<file path="config.mk">
export PLATFORM = sky130hd
export DESIGN_NAME = multiplicador_seq
export DESIGN_NICKNAME = d
export VERILOG_FILES = /design/src/rtl/mul_pkg.sv /design/src/rtl/multiplicador_seq.sv
export SDC_FILE = /design/constraint.sdc
export NUM_CORES = 1
export LEC_CHECK = 0
export BUFFER_PORTS_ARGS = -buffer_cell sky130_fd_sc_hd__buf_2
export CAP_MARGIN = 20
export CORE_UTILIZATION = 54
export CTS_CLUSTER_DIAMETER = 80
export DETAILED_ROUTE_END_ITERATION = 12
export PLACE_DENSITY = 0.73
export RECOVER_POWER = 50
export SLEW_MARGIN = 0
export SYNTH_ARGS = -nofsm -noshare
export SYNTH_HDL_FRONTEND = slang
export SYNTH_SLANG_ARGS = --single-unit
</file>
<file path="constraint.sdc">
create_clock -name clk -period 3.6 [get_ports clk]
set_clock_uncertainty 0.15 [all_clocks]
set_input_delay 0.36 -clock clk [delete_from_list [all_inputs] [get_ports clk]]
set_output_delay 0.36 -clock clk [all_outputs]
set_load 0.01 [all_outputs]
</file>
<file path="src/rtl/mul_pkg.sv">
// Shared definitions for the sequential multiplier: FSM encoding and default operand width.
package mul_pkg;

    localparam int unsigned MUL_WIDTH_DEFAULT = 16;

    typedef enum logic [1:0] {
        IDLE = 2'd0,
        RUN  = 2'd1,
        DONE = 2'd2
    } mul_state_e;

endpackage

</file>
<file path="src/rtl/multiplicador_seq.sv">
// Sequential shift-and-add multiplier: one multiplier bit per clock, WIDTH RUN cycles,
// then a one-cycle DONE with produto loaded on the DONE-entry edge.
// Optional feature: define MUL_SIGNED_EN for two's-complement operands (magnitudes are
// multiplied, the result is negated when the signs differ; latency is the same).
module multiplicador_seq
    import mul_pkg::*;
#(
    parameter int unsigned WIDTH = MUL_WIDTH_DEFAULT
) (
    input  logic               clk,
    input  logic               rst,
    input  logic               mul,
    input  logic [WIDTH-1:0]   a,
    input  logic [WIDTH-1:0]   b,
    output logic               busy,
    output logic               done,
    output logic [2*WIDTH-1:0] produto
);

    localparam int unsigned CntW = $clog2(WIDTH) + 1;
    localparam logic [CntW-1:0] LastBit = CntW'(WIDTH - 1);

    mul_state_e         state_q, state_d;
    logic               mul_q;
    logic               start;
    logic [2*WIDTH-1:0] acc_q, acc_d;
    logic [2*WIDTH-1:0] mcand_q, mcand_d;
    logic [WIDTH-1:0]   mplier_q, mplier_d;
    logic [CntW-1:0]    cnt_q, cnt_d;
    logic               neg_q, neg_d;
    logic [2*WIDTH-1:0] produto_q, produto_d;

    logic [WIDTH-1:0]   mag_a, mag_b;
    logic               op_neg;
    logic [2*WIDTH-1:0] sum;

    // Rising edge of the request; gated by rst so nothing looks busy while held in reset.
    always_comb begin
        start = mul & ~mul_q & ~rst;
    end

    // Operand conditioning: magnitudes and result sign for the selected number format.
    always_comb begin
`ifdef MUL_SIGNED_EN
        mag_a  = a[WIDTH-1] ? (~a + 1'b1) : a;
        mag_b  = b[WIDTH-1] ? (~b + 1'b1) : b;
        op_neg = a[WIDTH-1] ^ b[WIDTH-1];
`else
        mag_a  = a;
        mag_b  = b;
        op_neg = 1'b0;
`endif
    end

    // FSM next state, datapath next state and handshake outputs.
    always_comb begin
        state_d   = state_q;
        acc_d     = acc_q;
        mcand_d   = mcand_q;
        mplier_d  = mplier_q;
        cnt_d     = cnt_q;
        neg_d     = neg_q;
        produto_d = produto_q;
        sum       = acc_q + (mplier_q[0] ? mcand_q : '0);
        busy      = 1'b0;
        done      = 1'b0;

        unique case (state_q)
            IDLE: begin
                if (start) begin
                    // Stall control from the request cycle itself.
                    busy     = 1'b1;
                    mcand_d  = {{WIDTH{1'b0}}, mag_a};
                    mplier_d = mag_b;
                    acc_d    = '0;
                    cnt_d    = '0;
                    neg_d    = op_neg;
                    state_d  = RUN;
                end
            end
            RUN: begin
                busy     = 1'b1;
                acc_d    = sum;
                mcand_d  = mcand_q << 1;
                mplier_d = mplier_q >> 1;
                cnt_d    = cnt_q + 1'b1;
                if (cnt_q == LastBit) begin
                    // Last bit: publish the finished product on the same edge.
                    produto_d = neg_q ? (~sum + 1'b1) : sum;
                    state_d   = DONE;
                end
            end
            DONE: begin
                // Requests arriving here are dropped, not queued.
                done    = 1'b1;
                state_d = IDLE;
            end
            default: begin
                state_d = IDLE;
            end
        endcase
    end

    // State and datapath registers with asynchronous reset.
    always_ff @(posedge clk or posedge rst) begin
        if (rst) begin
            state_q   <= IDLE;
            mul_q     <= 1'b0;
            acc_q     <= '0;
            mcand_q   <= '0;
            mplier_q  <= '0;
            cnt_q     <= '0;
            neg_q     <= 1'b0;
            produto_q <= '0;
        end else begin
            state_q   <= state_d;
            mul_q     <= mul;
            acc_q     <= acc_d;
            mcand_q   <= mcand_d;
            mplier_q  <= mplier_d;
            cnt_q     <= cnt_d;
            neg_q     <= neg_d;
            produto_q <= produto_d;
        end
    end

    assign produto = produto_q;

endmodule

</file>
==> summary.txt, run 1 <==
Drt
  – # DRC: 0
  – Routed WL per cell: 17.6 microns
  – DR pass1 iterations: 5
  – Antenna Nets Post-Route: 0
  – Vias/cell: 5.94
  – Final WL: 16600 microns
  – Via count: 5621
  – Initial DRC count: 335

Clock tree
  – Clk pin slew, worst setup/hold paths: 0.06 ns
  – Total CTS buffers: 17
  – Clock latency on the worst-skew pair: 0.42 ns
  – Bufs on Longest Clock Path: 2
  – Clock sinks: 120
  – Post-CTS setup buffers: 0
  – Root buf cell: clkbuf_16
  – CTS H-tree depth: 4
  – CTS tree: built

Global route
  – Global-route wire length before repair: 28200 microns
  – Vias in the first global route: 5519
  – Total GRT Usage: 0.286
  – GRT overflow: 0
  – Initial antenna violation count: 0
  – Pin count of the biggest net entering global routing: 66

Synth
  – #FFs+latches synth: 120
  – Synth async-reset ratio: 1.00
  – Area fraction of the dominant cell type after synthesis: 0.453
  – Syn avg cell area: 9.13 sq um
  – Register area share after synthesis: 0.453
  – Syn Nets: 794
  – Post-synth EDFFs: 0
  – Cell area after synthesis: 0.00662 sq mm
  – Main synth FF type: dfrtp_1
  – Post-Syn Instances: 725
  – Top post-synthesis cells by area: dfrtp_1 (45%), ha_1 (6.2%), nand2_1 (5.3%), nor2_1 (5.2%), o21ai_0 (5.0%)
  – Synth warn: 0
  – Post-synth top area cell: dfrtp_1
  – Yosys cell types: 60

Place
  – HPWL after DPL: 11500 microns
  – Pre-CTS setup slack: 0.201 ns
  – I/O Buffers: 68
  – GPL Wtd Cong: 0.898

Timing
  – Post-route setup slack: 0.347 ns
  – Setup TNS: 0 ns
  – Time the worst path needs with I/O delays and setup: 3.25 ns
  – Min Hold Slack: 0.0320 ns
  – RSZ-0062 raised after global routing: no
  – Endpoints failing setup: 0
  – Final hold viol count: 0
  – Max Fclk: 307 MHz
  – Final Max Slew Viols: 0
  – Fin crit share: 0.904
  – Relative slew slack: 0.131
  – Worst Tran Pin Value: 1.30 ns

Setup path
  – Worst Setup Start Kind: register
  – Crit Path Category: register to register
  – Crit path max fanout: 27
  – CP endpoint kind: register
  – CP arrival: 3.38 ns
  – Critical Path RT: 3.72 ns

Cells and area
  – Synth-to-Final Area Change: 15.6%
  – NumNets Final: 855
  – Fillers: 1016
  – Area of the multi-input gates: 0.00341 sq mm
  – Sequential cell area: 0.00300 sq mm
  – Layout cells sized above 1: 0.126
  – Diodes inserted: 0
  – Core Util, Final: 0.640

Run status
  – Status: finished clean

Pwr
  – VDD IR max: 0.000641 V
  – LEAKAGE: 3.35 nW
  – Power Density: 1210 mW/mm^2

Flow run
  – Max Cap Viol: 0

Die
  – Initial Utilization: 0.554
  – Die area: 0.0127 sq mm
  – Boundary pin count: 69
  – Placement Rows: 40
  – Chip height: 113 microns
  – Core area: 0.0120 sq mm
  – Die width: 113 microns

Min path
  – Tightest Hold Check Type: input port to register
==> timing repair <==
item	CTS	global route
hold buffers	4	0
hold endpoints to repair	29	0
setup endpoints to repair	0	6
resized for setup	0	1
==> critical path: stages (launching register included) <==
cell,delay (ns)
dfrtp_2,0.57
and2_1,0.23
ha_1,0.44
a21oi_1,0.29
o21ai_0,0.19
a221oi_4,0.33
a31oi_2,0.23
a221oi_2,0.34
xor2_1,0.23
o21ai_1,0.08
==> final timing paths <==
check,startpoint,depth (start not counted),endpoint,slack [ns]
setup / recovery,mplier_q[0]$_DFFE_PP0P_,9,acc_q[26]$_DFFE_PP0P_,0.35
hold / removal,b[8],3,mplier_q[8]$_DFFE_PP0P_,0.03
setup reg to reg,mplier_q[0]$_DFFE_PP0P_,9,acc_q[26]$_DFFE_PP0P_,0.35
hold reg to reg,produto[21]$_DFFE_PP0P_,2,produto[21]$_DFFE_PP0P_,0.33
max in group asynchronous,rst,4,mplier_q[0]$_DFFE_PP0P_,1.39
min in group asynchronous,rst,3,state_q[0]$_DFFE_PP0P_,0.61
==> flip-flops by register name, summed over array words and instances, names as in the netlist <==
name	count
acc_q	32
mcand_q	32
produto	32
mplier_q	16
cnt_q	5
state_q	2
mul_q	1
==> report_power, final <==
group	leakage (nW)	switching [mW]	internal, mW
logic	1.61	3.12	1.95
clock network	0.278	0.658	1.05
registers	1.47	0.455	2.00
==> routing by layer <==
metal	global-route usage	up-vias	wire (microns)
li1	-	2715	-
met1	0.392	2702	7770
met2	0.446	172	7760
met3	0.0659	32	736
met4	0.106	0	339
met5	0	-	0
==> layout by cell type (no fill, tap or decap), types with 12 or more instances in the layout <==
cell type / Yosys / final
o21ai_0: 66 / 66
o22ai_1: 31 / 31
dfrtp_1: 120 / 119
ha_1: 33 / 33
clkbuf_16: 0 / 17
nand2_1: 94 / 93
clkbuf_1: 31 / 36
nor2_1: 91 / 91
nand4_1: 12 / 12
buf_2: 3 / 34
a21oi_1: 40 / 40
and2_1: 33 / 33
xor2_1: 13 / 13
a22o_1: 21 / 21
xnor2_1: 13 / 13
==> cell type report <==
cell class,count,area share
Multi-Input combinational cell,556,0.445
Sequential cell,120,0.392
Clock buffer,20,0.0583
Timing Repair Buffer,85,0.0582
Tap cell,147,0.0240
Clock inverter,12,0.0188
Inverter,6,0.00310
==> cells in the mapped netlist, types with 5 or more instances <==
library cell  instances
o22ai_1              31
xor2_1               13
nand2b_1              5
nor2_1               91
and2_1               33
dfrtp_1             120
nor3_1                6
a21oi_1              40
nand4_1              12
buf_1                 5
o21ai_1              11
nand3_1               7
a22o_1               21
xnor2_1              13
ha_1                 33
nand2_1              94
inv_1                 5
o21ai_0              66
clkbuf_1             31
a21o_1                7
==> per-stage QoR <==
stage	std cells	area (sq um)	total power, mW
2_1_floorplan	725	6630	6.32
3_3_place_gp	910	7070	7.44
3_5_place_dp	910	7070	7.54
4_1_cts	946	7700	9.27
5_1_grt	946	7660	10.0
6_report	946	7660	9.23
==> cells by family after synthesis <==
family | share of synthesized area
DFF | 0.453
xor gates and xnor gates | 0.0344
buffers and inverters | 0.0329
AOI/OAI and AO/OA | 0.227
and+or+nand+nor | 0.183
muxes | 0.00453
adders and majority gates | 0.0654
(Power assumes the default switching activity.)
==> run 2, diff against run 1 <==
- ABC_AREA: unset -> 1
==> run 2 against run 1 <==
Against the previous run:
- total power is 2.9% lower
- utilization grew 0.25 points
- clock power rose by 3%
- wire length is 8.7% higher
- hold slack got worse by 0.022 ns
- via count up 16%
- synthesized cell count grew 42%
- largest cell class unchanged
- design area is 6.8% higher
- the flow now finishes with violations (max-capacitance violations, max-slew violations)
- sequential cell count stayed put
- largest power group unchanged
==> summary.txt, run 2 <==
Synth
  – Yosys cell types: 28 (-53%)
  – Synth cell count leaders: nand2_1 (390), inv_1 (167), dfrtp_1 (120)
  – Adder-cell area share of the yosys netlist: 0.0609 (-0.00446)
  – #FFs+latches synth: 120 (unchanged)
  – Synth Area in XOR/XNOR: 0.0173 (-0.0171)
  – Synth async-reset ratio: 1.00 (unchanged)
  – Post-synth top area cell: dfrtp_1
  – Main synth FF type: dfrtp_1
  – Largest family of logic cells by synthesized area: simple AND/OR/NAND/NOR gates
  – Syn avg cell area: 6.93 sq um (-24%)
  – Cell area after synthesis: 0.00711 sq mm (+7.3%)
  – Post-synth EDFFs: 0 (unchanged)
  – Synth Area in Compound Gates: 0.0792 (-0.147)
  – Syn Nets: 1095 (+38%)
  – Top post-synthesis cells by area: dfrtp_1 (42%), nand2_1 (21%), inv_1 (8.8%), ha_1 (5.8%), nor2_1 (5.4%)
  – Register area share after synthesis: 0.422 (-0.0310)
  – Area fraction of the dominant cell type after synthesis: 0.422 (-0.0310)
  – Synth Area in Simple Gates: 0.313 (+0.130)
  – Post-synthesis mux area share: 0 (-0.00453)
  – Synth warn: 0 (unchanged)
  – Most common cell in the netlist: nand2_1
  – Post-Syn Instances: 1026 (+42%)

Global route
  – Pin count of the biggest net entering global routing: 62 (-6.1%)
  – GRT overflow: 0 (unchanged)
  – Initial antenna violation count: 0 (unchanged)
  – Total GRT Usage: 0.296 (+0.00981)
  – Vias in the first global route: 6153 (+11%)
  – Global-route wire length before repair: 30100 microns (+6.8%)

Pwr
  – Comb power frac: 0.542 (-0.007)
  – Power Density: 1100 mW/mm^2 (-9.0%)
  – VDD IR max: 0.000601 V (-6.3%)
  – LEAKAGE: 4.60 nW (+37%)
  – Sw Ratio: 0.476 (+0.0180)
  – Internal: 4.69 mW (-6.1%)
  – Psw: 4.27 mW (+0.94%)
  – Clock network fraction of design power: 0.195 (+0.010)
  – Flop pwr share: 0.263 (-0.003)

Clock tree
  – Bufs on Longest Clock Path: 2 (unchanged)
  – Clock sinks: 120 (unchanged)
  – CTS tree: built
  – CTS H-tree depth: 4 (unchanged)
  – Clk pin slew, worst setup/hold paths: 0.06 ns (about the same)
  – Root buf cell: clkbuf_16
  – Cts repair resizes: 0 (unchanged)
  – Total CTS buffers: 17 (unchanged)
  – Clock latency on the worst-skew pair: 0.43 ns (about the same)

Setup path
  – CP arrival: 3.27 ns (-0.11 ns)
  – Crit Path Category: register to register
  – Crit path largest cell delay: 1.08 ns (+0.51 ns)
  – CP endpoint kind: register
  – Most frequent CP cell: nand2_1
  – Worst Setup Start Kind: register
  – Cell Chain, Critical Path: nand2_1 > inv_1 > ha_1 > fa_1 > nand3_1 > nand3_1 > nand2_1 > nand2_1 > nand2_1 > nand2_1 > nand2_1 > nand2_1 > nand2_1 > nand3_1 > nand2_1
  – Slowest-stage cell, CP: dfrtp_1
  – Critical Path RT: 3.77 ns (+0.05 ns)
  – Crit path max fanout: 33 (+22%)

Cells and area
  – Sequential cell area: 0.00300 sq mm (about the same)
  – Synth-to-Final Area Change: 15.0%
  – Diodes inserted: 0 (unchanged)
  – Layout cells sized above 1: 0.0706 (-0.0558)
  – NumNets Final: 1161 (+36%)
  – Fillers: 1196 (+18%)
  – Most frequent cells in the layout: nand2_1 (389), inv_1 (166), dfrtp_1 (120)
  – Commonest non-fill, non-tap cell in the layout: nand2_1
  – Finished Cell Area: 0.00818 sq mm (+6.8%)
  – Core Util, Final: 0.643 (+0.00254)
  – Area of the multi-input gates: 0.00335 sq mm (-1.9%)

Place
  – HPWL after DPL: 13100 microns (+13%)
  – I/O Buffers: 68 (unchanged)
  – GPL Wtd Cong: 0.922 (+2.7%)
  – Post-DP Area: 0.00760 sq mm (+7.5%)

Drt
  – Antenna Nets Post-Route: 0 (unchanged)
  – Initial DRC count: 389 (+16%)
  – DR pass1 iterations: 5 (unchanged)
  – Vias/cell: 5.10 (-14%)
  – Final WL: 18100 microns (+8.7%)
  – Routed WL per cell: 14.1 microns (-19%)
  – Wl on met1: 8900 microns (+15%)
  – Top sig layer: met4
  – Via count: 6507 (+16%)
  – # DRC: 0 (unchanged)
  – Met2 Wirelength: 7730 microns (-0.35%)
  – Met3 wire length: 1130 microns (+54%)

Timing
  – Time the worst path needs with I/O delays and setup: 3.11 ns (-0.146 ns)
  – Setup TNS: 0 ns (unchanged)
  – Relative slew slack: -0.0456 (-0.176)
  – Final Max Slew Viols: 35 (+35)
  – Worst Tran Pin Value: 1.56 ns (+0.263 ns)
  – Fin crit share: 0.863 (-0.0405)
  – Final hold viol count: 0 (unchanged)
  – Endpoints failing setup: 0 (unchanged)
  – Max Fclk: 322 MHz (+4.7%)
  – Min Hold Slack: 0.0101 ns (-0.0219 ns)
  – RSZ-0062 raised after global routing: no

Die
  – Boundary pin count: 69 (unchanged)
  – Die area: 0.0136 sq mm (+7.2%)
  – Chip height: 117 microns (+3.5%)
  – Core area: 0.0127 sq mm (+6.4%)
  – Initial Utilization: 0.559 (+0.00505)
  – Placement Rows: 41 (+2.5%)
  – Die width: 117 microns (+3.5%)

Min path
  – Tightest Hold Check Type: input port to register

Flow run
  – Max Cap Viol: 1 (+1)

Run status
  – Status: finished, violations left
  – Failing checks: max-capacitance violations, max-slew violations
run 2: per-layer routing:
layer,track usage,vias up
met5,0,-
met4,0.100,0
met3,0.0586,28
met2,0.436,196
met1,0.434,2980
li1,-,3303
run 2: critical path: cells and delay by family (launching register included):
family | cells | cell delay (ns)
buffers and inverters | 1 | 0.11
DFF | 1 | 1.08
adders and majority gates | 2 | 0.51
and+or+nand+nor | 12 | 1.13
run 2: cells by family (layout without fill, tap and decap cells):
logic type / after synthesis / in the layout
simple gates: 563 / 563
buf+inv: 198 / 277
flops: 120 / 120
compound gates: 97 / 97
fa+ha+maj: 34 / 34
xor+xnor: 14 / 14
run 2: worst paths after layout:
path | from | to | slack [ns] | depth (start not counted)
max | mplier_q[0]$_DFFE_PP0P_ | acc_q[24]$_DFFE_PP0P_ | 0.49 | 15
min | a[2] | mcand_q[2]$_DFFE_PP0P_ | 0.01 | 3
max reg2reg | mplier_q[0]$_DFFE_PP0P_ | acc_q[24]$_DFFE_PP0P_ | 0.49 | 15
min reg2reg | produto[22]$_DFFE_PP0P_ | produto[22]$_DFFE_PP0P_ | 0.33 | 2
max in group asynchronous | rst | acc_q[5]$_DFFE_PP0P_ | 0.75 | 4
min in group asynchronous | rst | cnt_q[4]$_DFFE_PP0P_ | 0.71 | 3
run 2: layout make-up:
cell class / instances / area share
Timing Repair Buffer: 77 / 0.0464
Tap cell: 172 / 0.0263
Inverter: 168 / 0.0773
Multi-Input combinational cell: 708 / 0.409
Sequential cell: 120 / 0.367
Clock buffer: 19 / 0.0529
Clock inverter: 13 / 0.0207
run 2: power by group through the flow:
stage | Sequential (mW) | Clock [mW] | Combinational (mW)
after floorplan | 2.28 | 0 | 3.66
after global placement | 2.35 | 0 | 4.76
after detailed placement | 2.35 | 0 | 4.84
after CTS | 2.35 | 1.76 | 4.87
after global routing | 2.42 | 1.81 | 5.59
final | 2.36 | 1.75 | 4.86
run 2: repair_timing:
item                                   in CTS  in global routing
buffers inserted                            0                  0
endpoints found under the hold margin      34                  0
hold buffers                                2                  0
run 2: metrics by stage:
| step | setup slack, ns | std cells | power (mW) |
|---|---|---|---|
| after floorplan | 1.37 | 1026 | 5.94 |
| after global placement | 0.533 | 1243 | 7.11 |
| after detailed placement | 0.515 | 1243 | 7.19 |
| after CTS | 0.511 | 1277 | 8.97 |
| after global routing | 0.182 | 1277 | 9.82 |
| final | 0.493 | 1277 | 8.97 |
==> run 3, diff against run 2 <==
- CORE_ASPECT_RATIO: unset -> 0.8
- CORE_UTILIZATION: 54 -> 60
- PLACE_DENSITY: 0.73 -> 0.77
- TNS_END_PERCENT: unset -> 5
- clock period: 3.6 -> 3.1 ns (I/O delays scaled with it)
==> run 3 against run 2 <==
Against the previous run:
- the run now ends clean
- first-iteration DRC count grew 54%
- non-clock buffer count up 26
- via count increased by 4.4%
- sequential power up 14%
- clock power is 16% higher
- design area increased by 3.1%
- highest routed layer unchanged
- critical endpoint is now produto[20]$_DFFE_PP0P_
- hold slack better by 0.0089 ns
==> summary.txt, run 3 (synthesis gave the netlist of run 2 again) <==
Timing
  – Final Max Slew Viols: 0 (-100%)
  – RSZ-0062 raised after global routing: no
  – Fin crit share: 0.838 (-0.0254)
  – Worst Tran Pin Value: 1.08 ns (-0.478 ns)
  – Setup TNS: 0 ns (unchanged)
  – Relative slew slack: 0.275 (+0.321)
  – Min Hold Slack: 0.0190 ns (+0.00894 ns)
  – Post-route setup slack: 0.503 ns (+0.0103 ns)
  – Final hold viol count: 0 (unchanged)
  – Endpoints failing setup: 0 (unchanged)
  – Time the worst path needs with I/O delays and setup: 2.60 ns (-0.510 ns)
  – Max Fclk: 385 MHz (+20%)

Place
  – Pre-CTS setup slack: 0.534 ns (+0.0189 ns)
  – Placed cell count: 1221 (-1.8%)
  – HPWL after DPL: 13600 microns (+3.7%)
  – GPL Wtd Cong: 0.974 (+5.7%)
  – I/O Buffers: 68 (unchanged)

Setup path
  – Most frequent CP cell: nand3_1
  – WP depth: 13 (-2)
  – Slowest-stage cell, CP: fa_1
  – Crit Path Category: register to register
  – Cell Chain, Critical Path: buf_12 > nand2_1 > inv_1 > ha_1 > fa_1 > nand3_1 > nand3_1 > nand3_1 > nand3b_1 > nand2_1 > nand3b_1 > nand3_1 > nand2_1
  – Buf+Inv Stages, Crit Path: 2 (+1)
  – Crit path max-delay family: simple AND/OR/NAND/NOR gates
  – Critical Path RT: 3.26 ns (-0.51 ns)
  – Worst r2r src: mplier_q[0]$_DFFE_PP0P_
  – Worst Setup Start Kind: register
  – CP endpoint kind: register
  – Worst Reg2Reg Path Length in Cells: 13 (-2)
  – CP arrival: 2.75 ns (-0.52 ns)
  – Crit path largest cell delay: 0.44 ns (-0.64 ns)
  – Setup crit start: mplier_q[0]$_DFFE_PP0P_
  – Crit path max fanout: 33 (unchanged)

Cells and area
  – Fillers: 954 (-20%)
  – Non-filler instance count after layout: 1279 (+0.16%)
  – NumNets Final: 1187 (+2.2%)
  – Sequential cell area: 0.00300 sq mm (unchanged)
  – Synth-to-Final Area Change: 18.6%
  – Area of the multi-input gates: 0.00335 sq mm (unchanged)
  – Layout cells sized above 1: 0.0734 (+0.00280)
  – Commonest non-fill, non-tap cell in the layout: nand2_1
  – Most frequent cells in the layout: nand2_1 (389), inv_1 (166), dfrtp_1 (120)
  – Diodes inserted: 0 (unchanged)

Pwr
  – LEAKAGE: 4.74 nW (+3.1%)
  – Flop pwr share: 0.253 (-0.010)
  – Psw: 5.15 mW (+21%)
  – Clock network fraction of design power: 0.190 (-0.005)
  – Power Density: 1260 mW/mm^2 (+15%)
  – VDD IR max: 0.000546 V (-9.1%)
  – Sw Ratio: 0.483 (+0.00645)
  – Internal: 5.51 mW (+17%)
  – Comb power frac: 0.557 (+0.015)

Clock tree
  – Clock latency on the worst-skew pair: 0.42 ns (about the same)
  – Post-CTS setup buffers: 0 (unchanged)
  – Clock sinks: 120 (unchanged)
  – CTS H-tree depth: 4 (unchanged)
  – Bufs on Longest Clock Path: 2 (unchanged)
  – CTS tree: built
  – Total CTS buffers: 17 (unchanged)
  – Root buf cell: clkbuf_16
  – Clk pin slew, worst setup/hold paths: 0.06 ns (about the same)

Drt
  – DR pass1 iterations: 5 (unchanged)
  – # DRC: 0 (unchanged)
  – Vias/cell: 5.31 (+4.3%)
  – Initial DRC count: 601 (+54%)
  – Final WL: 19600 microns (+8.3%)
  – Routed WL per cell: 15.3 microns (+8.2%)
  – Via count: 6795 (+4.4%)
  – Antenna Nets Post-Route: 0 (unchanged)

Global route
  – Vias in the first global route: 6442 (+4.7%)
  – GRT overflow: 0 (unchanged)
  – Initial antenna violation count: 0 (unchanged)
  – Pin count of the biggest net entering global routing: 70 (+13%)
  – Global-route wire length before repair: 32300 microns (+7.3%)
  – Total GRT Usage: 0.350 (+0.0540)

Die
  – Die width: 124 microns (+6.0%)
  – Die area: 0.0123 sq mm (-9.8%)
  – Placement Rows: 35 (-15%)
  – Initial Utilization: 0.617 (+0.0585)
  – Core area: 0.0115 sq mm (-9.5%)
  – Chip height: 99.4 microns (-15%)
  – Boundary pin count: 69 (unchanged)

Min path
  – Tightest Hold Check Type: input port to register
  – Hold depth: 3 (unchanged)
  – Worst hold path startpoint: b[4]

Flow run
  – Max Cap Viol: 0 (-1)

Run status
  – Status: finished clean
[run 3: what timing repair did]
item | in CTS | in global routing
endpoints found under the hold margin | 48 | 0
resized for setup | 0 | 0
hold buffers | 26 | 0
endpoints found under the setup margin | 0 | 0
[run 3: power by group through the flow]
stage                     logic [mW]  clock network, mW  registers (mW)
after floorplan                 4.25                  0            2.64
after global placement          5.70                  0            2.68
after detailed placement        5.81                  0            2.69
after CTS                       5.89               2.04            2.68
after global routing            6.72               2.12            2.78
final                           5.93               2.03            2.70
[run 3: through the flow]
stage | cell area (sq um) | power, mW | util
finish | 8430 | 10.7 | 0.732
global route | 8430 | 11.6 | 0.732
CTS | 8490 | 10.6 | 0.737
detailed placement | 7630 | 8.50 | 0.662
global placement | 7630 | 8.38 | 0.662
floorplan | 7110 | 6.89 | -
[run 3: worst paths after layout]
check,end,slack [ns]
max in group asynchronous,produto[17]$_DFFE_PP0P_,0.76
min in group asynchronous,mplier_q[12]$_DFFE_PP0P_,0.54
worst max register to register,produto[20]$_DFFE_PP0P_,0.50
worst min register to register,produto[21]$_DFFE_PP0P_,0.32
worst max-delay path,produto[20]$_DFFE_PP0P_,0.50
worst min-delay path,mplier_q[4]$_DFFE_PP0P_,0.02
[run 3: worst min-delay path: stages]
cell     delay [ns]
buf_2          0.08
o22ai_1        0.07
nor2_1         0.09
[run 3: cell type report]
class                      count  area share
tap                          148      0.0220
sequential                   120       0.356
timing repair buffer         103      0.0783
clock buffer                  20      0.0553
multi-input combinational    708       0.397
clock inverter                12      0.0165
inverter                     168      0.0749
[run 3: per-layer routing]
metal  GRT usage  wire length [microns]  up-vias
met5           0                      0        -
met4      0.0973                    256        0
met3      0.0797                   1670       31
li1            -                      -     3368
met2       0.491                   8110      286
met1       0.536                   9530     3110
